File: src/rtl/fifo_arb_pkg.sv
// Shared types and width helpers for the FIFO write-port arbiter.
package fifo_arb_pkg;

  typedef enum logic {
    ARB_IDLE  = 1'b0,
    ARB_BURST = 1'b1
  } arb_state_e;

  // Width of a requester index; never narrower than one bit.
  function automatic int idx_width(input int n_req);
    return (n_req <= 2) ? 1 : $clog2(n_req);
  endfunction

  // Width of a counter that must hold 0..max_burst.
  function automatic int cnt_width(input int max_burst);
    return $clog2(max_burst + 1);
  endfunction

endpackage

File: src/rtl/rr_pick.sv
// Round-robin picker: first asserted request at or after ptr_i, wrapping.
module rr_pick
  import fifo_arb_pkg::*;
#(
  parameter  int N_REQ = 4,
  localparam int IDX_W = idx_width(N_REQ)
) (
  input  logic [N_REQ-1:0] req_i,
  input  logic [IDX_W-1:0] ptr_i,
  output logic             any_o,
  output logic [IDX_W-1:0] winner_o
);

  logic [IDX_W-1:0] idx;

  // Scan offsets from farthest to nearest so the nearest hit is the last one written.
  always_comb begin
    any_o    = |req_i;
    winner_o = '0;
    idx      = '0;
    for (int off = N_REQ - 1; off >= 0; off--) begin
      idx = IDX_W'((int'(ptr_i) + off) % N_REQ);
      if (req_i[idx]) begin
        winner_o = idx;
      end
    end
  end

endmodule

File: src/rtl/fifo_wr_arbiter.sv
// Round-robin, burst-bounded sharing of one FIFO write port among N_REQ producers.
// A full FIFO stalls the current owner; nothing is ever dropped.
module fifo_wr_arbiter
  import fifo_arb_pkg::*;
#(
  parameter  int N_REQ      = 4,
  parameter  int DATA_WIDTH = 8,
  parameter  int MAX_BURST  = 4,
  localparam int IDX_W      = idx_width(N_REQ),
  localparam int CNT_W      = cnt_width(MAX_BURST)
) (
  input  logic                        clk,
  input  logic                        res_n,
  input  logic [N_REQ-1:0]            req_i,
  input  logic [N_REQ*DATA_WIDTH-1:0] req_data_i,
  output logic [N_REQ-1:0]            grant_o,
  output logic [DATA_WIDTH-1:0]       fifo_data_o,
  output logic                        fifo_enable_o,
  input  logic                        fifo_busy_flag,
  output logic [IDX_W-1:0]            owner_o,
  output logic                        arb_active_o
);

  arb_state_e       state_q, state_d;
  logic [N_REQ-1:0] grant_q, grant_d;
  logic [IDX_W-1:0] owner_q, owner_d;
  logic [IDX_W-1:0] rr_ptr_q, rr_ptr_d;
  logic [CNT_W-1:0] burst_cnt_q, burst_cnt_d;

  logic             pick_any;
  logic [IDX_W-1:0] pick_idx;
  logic [IDX_W-1:0] owner_next_ptr;
  logic             owner_req;
  logic             write;

  logic [DATA_WIDTH-1:0] words [N_REQ];

  for (genvar k = 0; k < N_REQ; k++) begin : g_words
    assign words[k] = req_data_i[k*DATA_WIDTH +: DATA_WIDTH];
  end

  rr_pick #(.N_REQ(N_REQ)) u_pick (
    .req_i    (req_i),
    .ptr_i    (rr_ptr_q),
    .any_o    (pick_any),
    .winner_o (pick_idx)
  );

  // Reset gates the write so no word is lost while the arbiter is being cleared.
  assign owner_req      = req_i[owner_q];
  assign write          = (state_q == ARB_BURST) & owner_req & ~fifo_busy_flag & res_n;
  assign owner_next_ptr = (owner_q == IDX_W'(N_REQ - 1)) ? '0 : owner_q + 1'b1;

  // Next-state: grant in IDLE, count/stall/release in BURST.
  always_comb begin
    state_d     = state_q;
    grant_d     = grant_q;
    owner_d     = owner_q;
    rr_ptr_d    = rr_ptr_q;
    burst_cnt_d = burst_cnt_q;
    unique case (state_q)
      ARB_IDLE: begin
        if (pick_any) begin
          state_d     = ARB_BURST;
          grant_d     = N_REQ'(1) << pick_idx;
          owner_d     = pick_idx;
          burst_cnt_d = '0;
        end
      end
      ARB_BURST: begin
        if (!owner_req) begin
          // Owner ran dry: release even if the FIFO is also full.
          state_d  = ARB_IDLE;
          grant_d  = '0;
          rr_ptr_d = owner_next_ptr;
        end else if (write) begin
          burst_cnt_d = burst_cnt_q + 1'b1;
          if (burst_cnt_q == CNT_W'(MAX_BURST - 1)) begin
            state_d  = ARB_IDLE;
            grant_d  = '0;
            rr_ptr_d = owner_next_ptr;
          end
        end
      end
      default: state_d = ARB_IDLE;
    endcase
  end

  // Arbiter state registers with synchronous active-low reset.
  always_ff @(posedge clk) begin
    if (!res_n) begin
      state_q     <= ARB_IDLE;
      grant_q     <= '0;
      owner_q     <= '0;
      rr_ptr_q    <= '0;
      burst_cnt_q <= '0;
    end else begin
      state_q     <= state_d;
      grant_q     <= grant_d;
      owner_q     <= owner_d;
      rr_ptr_q    <= rr_ptr_d;
      burst_cnt_q <= burst_cnt_d;
    end
  end

  assign grant_o       = grant_q;
  assign owner_o       = owner_q;
  assign arb_active_o  = (state_q == ARB_BURST);
  assign fifo_enable_o = write;
  assign fifo_data_o   = (|grant_q) ? words[owner_q] : '0;

endmodule

File: config.mk
export PLATFORM = sky130hd
export DESIGN_NAME = fifo_wr_arbiter
export DESIGN_NICKNAME = d
export VERILOG_FILES = /design/src/rtl/fifo_arb_pkg.sv /design/src/rtl/rr_pick.sv /design/src/rtl/fifo_wr_arbiter.sv
export SDC_FILE = /design/constraint.sdc
export NUM_CORES = 1
export LEC_CHECK = 0
export CAP_MARGIN = 20
export CORE_UTILIZATION = 34
export DETAILED_ROUTE_END_ITERATION = 8
export HOLD_SLACK_MARGIN = 0.02
export PLACE_DENSITY = 0.76
export SKIP_LAST_GASP = 1
export SLEW_MARGIN = 10
export SYNTH_ARGS = -nofsm -noshare
export SYNTH_HDL_FRONTEND = slang
export SYNTH_SLANG_ARGS = --single-unit
File: constraint.sdc
create_clock -name clk -period 1.8 [get_ports clk]
set_clock_uncertainty 0.1 [all_clocks]
set_input_delay 0.36 -clock clk [delete_from_list [all_inputs] [get_ports clk]]
set_output_delay 0.36 -clock clk [all_outputs]
set_load 0.01 [all_outputs]
==> results_dict.tcl, run 1 <==
set metrics [dict create \
    hold_viol 0 \
    nNetsFinal 225 \
    grt_max_degree 16 \
    p_sw_mw 0.2915 \
    leakagePower_nw 0.8193 \
    grt_overflow_total 0 \
    drt-pass1-iter-count 3 \
    ys_types 37 \
    drt_iter0_drc 12 \
    holdBufCountCts 0 \
    ys_ff_latch 12 \
    rsz0062_at_grt "yes" \
    worst-setup-path-type "input pin to output pin" \
    wire_per_inst_um 15.06 \
    max_freq_mhz 491.6 \
    slew_headroom 0.7829 \
    start_util 0.3712 \
    numPortBuffers 54 \
    clk_latency_ns 0.28 \
    ant_nets 0 \
    multi_input_area_um2 730.7 \
    power_frac_comb 0.487 \
    post-dp-hpwl_mm 2.408 \
    wl_mm 3.193 \
    start_kind "input pin" \
    clk_pin_slew_worst_paths_ns 0.08 \
    clockRootBuffer "clkbuf_4" \
    pwr-share-clk 0.216 \
    status "finished, violations left" \
    boundaryPins 55 \
    grt_pass1_wl_mm 4.567 \
    vias 1116 \
    worstPathRequired_ns 1.34 \
    cts_buffers 3 \
    p_sw_frac 0.2896 \
    viasPerCell 5.264 \
    grt_pass1_vias 1074 \
    regArea_um2 249.0 \
    cts-htree-levels 1 \
    layout-drive-gt1-share 0.3901 \
    maxCapViolations 0 \
    fin_ws_ns -0.2340 \
    synthesis.nets 138 \
    cellInternalPower_mw 0.7151 \
    drc 0 \
    setup_tns_ns -1.594 \
    track_usage 0.2171 \
    p_seq_frac 0.297 \
    peakVddDrop_mv 0.4957 \
    yosys_warnings 0 \
    cts_tree "yes" \
    antenna_found_initial 0 \
    synth_area_um2 944.7 \
    power.density_nw_per_um2 535.3 \
    cp.arrival_ns 1.57 \
    n_fill_cell 181 \
    violations "negative setup slack" \
    worst_pin_slew_ns 0.3230 \
    hold_path.class "flop to flop" \
    dieArea_um2 2993 \
    coreArea_um2 2545 \
    area_growth_pct 99.07 \
    slew_viol_final 0 \
    worstPathMaxFanout 1 \
    setup.worst_path.end_class "output pin" \
    whs_ns 0.3796 \
    synth_cells 96 \
    clockBufferDepth 2 \
    placed_cell_area_um2 1737 \
    die_y_um 54.71 \
    period_needed_ns 2.034 \
    ys_seq_area_frac 0.2543 \
    fin_crit_sh 1.130 \
    syn_avg_cell_area_um2 9.840 \
    clock_sinks 12 \
    setup_violations 11 \
    die_w_um 54.71 \
    fin_area_um2 1881 \
    place.gp.congestion 0.7753 \
    diodes 0 \
    num_rows 18 \
    final_core_util 0.7389 \
]
-- metal layers --
layer  track usage  wire [um]
met5             0          0
met4       0.08120         36
met3       0.05556        370
met2        0.4237       1613
met1        0.2130       1173
-- final cells by class --
type | count | share of cell area
multi-input cells | 74 | 0.3886
clock buffers | 4 | 0.01929
repair buffers | 87 | 0.4298
flip-flops and latches | 12 | 0.1324
well taps | 30 | 0.01996
inverters | 5 | 0.009980
-- worst max-delay path, stage by stage --
cell and delay, ns:
clkdlybuf4s50_1 0.44, mux4_2 0.46, and2b_1 0.18, buf_2 0.14
-- registers in the layout, summed over array words and instances, names as in the netlist --
name          flops
owner_o           2
burst_cnt_q       3
rr_ptr_q          2
grant_o           4
arb_active_o      1
-- cells in the mapped netlist --
library cell	number	area (um2)
clkbuf_1	3	11.26
a21oi_1	3	15.01
o221ai_1	1	8.760
nor2_1	2	7.510
nor4_2	1	12.51
nor2b_1	9	56.30
and2b_1	1	7.510
nor4_1	1	6.260
clkbuf_2	1	5.000
mux2_2	1	11.26
nand2b_1	1	6.260
nand2b_2	1	8.760
or3_1	1	6.260
nand4b_1	1	8.760
nand3b_1	2	15.01
o31ai_1	1	7.510
mux2i_1	7	70.07
nand3b_2	1	11.26
nor2_4	1	11.26
inv_1	5	18.77
nor3b_1	2	15.01
o22a_1	1	8.760
a32o_1	2	20.02
mux4_2	8	180.2
dfxtp_1	12	240.2
o21a_1	1	7.510
buf_2	1	5.000
and3_1	1	6.260
nand2_1	7	26.28
nor3_1	3	15.01
o22ai_1	2	12.51
a21boi_1	1	7.510
a31o_1	1	8.760
nand3_1	4	20.02
or4_4	1	11.26
o32ai_1	2	17.52
ha_1	3	37.54
-- cell usage in the layout, fill, tap and decap left out, drive strengths merged, types with 2 or more instances in the layout --
master,synthesis,final
mux4,8,8
inv,5,5
mux2i,7,7
nand3,4,4
nor3,3,3
nor3b,2,2
clkdlybuf4s50,0,38
a32o,2,2
nor2b,9,9
nand3b,3,3
o32ai,2,2
clkbuf,4,4
nand2b,2,2
buf,1,42
dfxtp,12,12
dlygate4sd2,0,5
ha,3,3
nand2,7,7
o22ai,2,2
nor2,3,3
a21oi,3,3
dlymetal6s2s,0,2
nor4,2,2
-- path summary, 6_finish.rpt --
| path | endpoint | start | depth (start not counted) | slack [ns] |
|---|---|---|---|---|
| worst max-delay path | fifo_data_o[5] | req_data_i[5] | 4 | -0.23 |
| worst min-delay path | burst_cnt_q[2]$_SDFFE_PN0P_ | burst_cnt_q[2]$_SDFFE_PN0P_ | 2 | 0.38 |
| worst max register to register | grant_o[3]$_SDFFE_PN0P_ | owner_o[0]$_SDFFE_PN0P_ | 6 | -0.04 |
| worst min register to register | burst_cnt_q[2]$_SDFFE_PN0P_ | burst_cnt_q[2]$_SDFFE_PN0P_ | 2 | 0.38 |
-- cell families (layout without fill, tap and decap cells) --
family | count (synthesis) | after routing | synth area share
simple gates | 40 | 40 | 0.2662
mux | 16 | 16 | 0.2768
compound gates | 15 | 15 | 0.1205
flops | 12 | 12 | 0.2543
buf+inv | 10 | 96 | 0.04238
fa+ha+maj | 3 | 3 | 0.03974
-- repair_timing --
item                                    in CTS  in global routing
hold endpoints to repair                     0                  0
gates resized for setup                     48                 16
pin swaps                                    1                  2
endpoints found under the setup margin      18                 15
setup buffers                                4                  2
-- through the flow --
step	total power [mW]	setup WS, ns	cells
after global placement	0.7431	-0.5667	203
after detailed placement	0.7526	-0.6190	203
after floorplan	0.4793	0.005517	96
final	1.007	-0.2340	212
after global routing	1.058	-0.2970	212
after CTS	0.9648	-0.2218	211
-- power by group through the flow --
stage | Sequential [mW] | Combinational (mW) | Clock, mW
2_1_floorplan | 0.305 | 0.174 | 0
3_3_place_gp | 0.305 | 0.438 | 0
3_5_place_dp | 0.307 | 0.446 | 0
4_1_cts | 0.299 | 0.443 | 0.223
5_1_grt | 0.301 | 0.526 | 0.232
6_report | 0.299 | 0.490 | 0.218
Power figures use the tool's default switching activity.
==> run 2, diff against run 1 <==
--- a/config.mk
+++ b/config.mk
@@ -8,6 +8,7 @@
 export CAP_MARGIN = 20
 export CORE_UTILIZATION = 34
 export DETAILED_ROUTE_END_ITERATION = 8
+export GPL_TIMING_DRIVEN = 1
 export HOLD_SLACK_MARGIN = 0.02
 export PLACE_DENSITY = 0.76
 export SKIP_LAST_GASP = 1
==> constraint.sdc (replaced) <==
create_clock -name clk -period 1.8 [get_ports clk]
set_clock_uncertainty 0.1 [all_clocks]
set_input_delay 0.36 -clock clk [delete_from_list [all_inputs] [get_ports clk]]
set_output_delay 0.36 -clock clk [all_outputs]
set_load 0.05 [all_outputs]
==> results_dict.tcl, run 2 (synthesized netlist as in run 1, its figures left out) <==
set metrics [dict create \
    status "finished, violations left" \
    violations "negative setup slack" \
    hold_viol 0 \
    place.gp.congestion 0.7827 \
    r2r_cells 6 \
    grt_pass1_wl_mm 4.567 \
    coreArea_um2 2545 \
    antenna_found_initial 0 \
    fin_ws_ns -0.2648 \
    r2r_end "grant_o[3]$_SDFFE_PN0P_" \
    worstHoldStart "burst_cnt_q[0]$_SDFFE_PN0P_" \
    ant_nets 0 \
    max_freq_mhz 484.3 \
    boundaryPins 55 \
    start_kind "flop" \
    fin_crit_sh 1.147 \
    die_y_um 54.71 \
    vias 1095 \
    crit_slowest_cell "mux4_2" \
    dieArea_um2 2993 \
    clock_sinks 12 \
    hold_path.class "flop to flop" \
    slew_headroom 0.8035 \
    rsz0062_at_grt "yes" \
    nNetsFinal 215 \
    layout-drive-gt1-share 0.4651 \
    viasPerCell 5.421 \
    cts-htree-levels 1 \
    critical-path-max-stage-delay_ns 0.50 \
    m1WireLength_mm 1.196 \
    crit_path_start "owner_o[0]$_SDFFE_PN0P_" \
    final_core_util 0.7468 \
    wl_met2_mm 1.517 \
    setup_violations 9 \
    final_cell_mix "clkdlybuf4s50_1, buf_4, mux4_2, nor2b_4, buf_6" \
    clockBufferDepth 2 \
    die_w_um 54.71 \
    cp_num_buf_inv 2 \
    cp.arrival_ns 1.60 \
    clk_pin_slew_worst_paths_ns 0.07 \
    start_util 0.3712 \
    largest_register_ffs 4 \
    diodes 0 \
    worst_pin_slew_ns 0.2926 \
    cts_buffers 3 \
    period_needed_ns 2.065 \
    peakVddDrop_mv 0.6149 \
    holdBufCountCts 0 \
    grt_pass1_vias 1053 \
    worst-setup-path-type "flop to output pin" \
    wl_met3_um 418 \
    layout_commonest_cell "clkdlybuf4s50_1" \
    critPathTopFamily "multiplexers" \
    worstPathRequired_ns 1.34 \
    total_power_mw 1.149 \
    post-dp-hpwl_mm 2.442 \
    clk_latency_ns 0.29 \
    maxCapViolations 0 \
    drt_iter0_drc 29 \
    worstPathMaxFanout 6 \
    wl_mm 3.158 \
    regToRegStartpoint "owner_o[0]$_SDFFE_PN0P_" \
    wire_per_inst_um 15.63 \
    min_to "burst_cnt_q[0]$_SDFFE_PN0P_" \
    numPortBuffers 54 \
    top_layer_used "met4" \
    slew_viol_final 0 \
    drt-pass1-iter-count 4 \
    clockRootBuffer "clkbuf_4" \
    num_rows 18 \
    whs_path_depth 1 \
    setup_tns_ns -2.066 \
    drc 0 \
    path_cells "buf_12 -> mux4_2 -> and2b_4 -> buf_6" \
    leakagePower_nw 0.7643 \
    area_growth_pct 101.2 \
    setup.worst_path.end_class "output pin" \
    track_usage 0.2151 \
    r2r_slack_ns 0.02 \
    power.density_nw_per_um2 604.4 \
    grt_overflow_total 0 \
    grt_max_degree 11 \
    cts_tree "yes" \
]
[run 2: power breakdown]
| part | switching [mW] | internal [mW] |
|---|---|---|
| combinational | 0.296 | 0.319 |
| clock | 0.105 | 0.123 |
| sequential | 0.0236 | 0.282 |
[run 2: worst max path at each step]
stage / end / depth (start not counted)
after global placement: grant_o[3]$_SDFFE_PN0P_ / 5
after detailed placement: grant_o[3]$_SDFFE_PN0P_ / 6
after floorplan: fifo_data_o[5] / 2
final: fifo_data_o[5] / 4
after global routing: fifo_enable_o / 6
after CTS: fifo_enable_o / 6
[run 2: metrics by stage]
step	hold slack [ns]	cell area [um2]	instances	worst slack (ns)
3_3_place_gp	0.3546	1757	196	-0.2636
5_1_grt	0.3575	1901	202	-0.3051
6_report	0.3455	1901	202	-0.2648
3_5_place_dp	0.3715	1757	196	-0.2988
2_1_floorplan	0.3403	1051	96	-0.2132
4_1_cts	0.3815	1857	202	-0.2662
[run 2: repair_timing]
item                       4_1_cts  5_1_grt
setup buffers                    4        0
resized for setup               11        9
pin swaps                        3        3
setup endpoints to repair       11       13
[run 2: area by class of cell]
type                       instances  area (um2)
multi-input combinational         74       785.8
tap                               30       37.54
inverter                           5       22.52
timing repair buffer              77       758.2
fill                             187       644.4
sequential                        12       260.3
clock buffer                       4       36.28
[run 2: layer usage]
layer,global-route usage,vias up
met5,0,-
met4,0.05128,0
met3,0.05833,2
met2,0.4257,62
met1,0.2156,504
li1,-,527
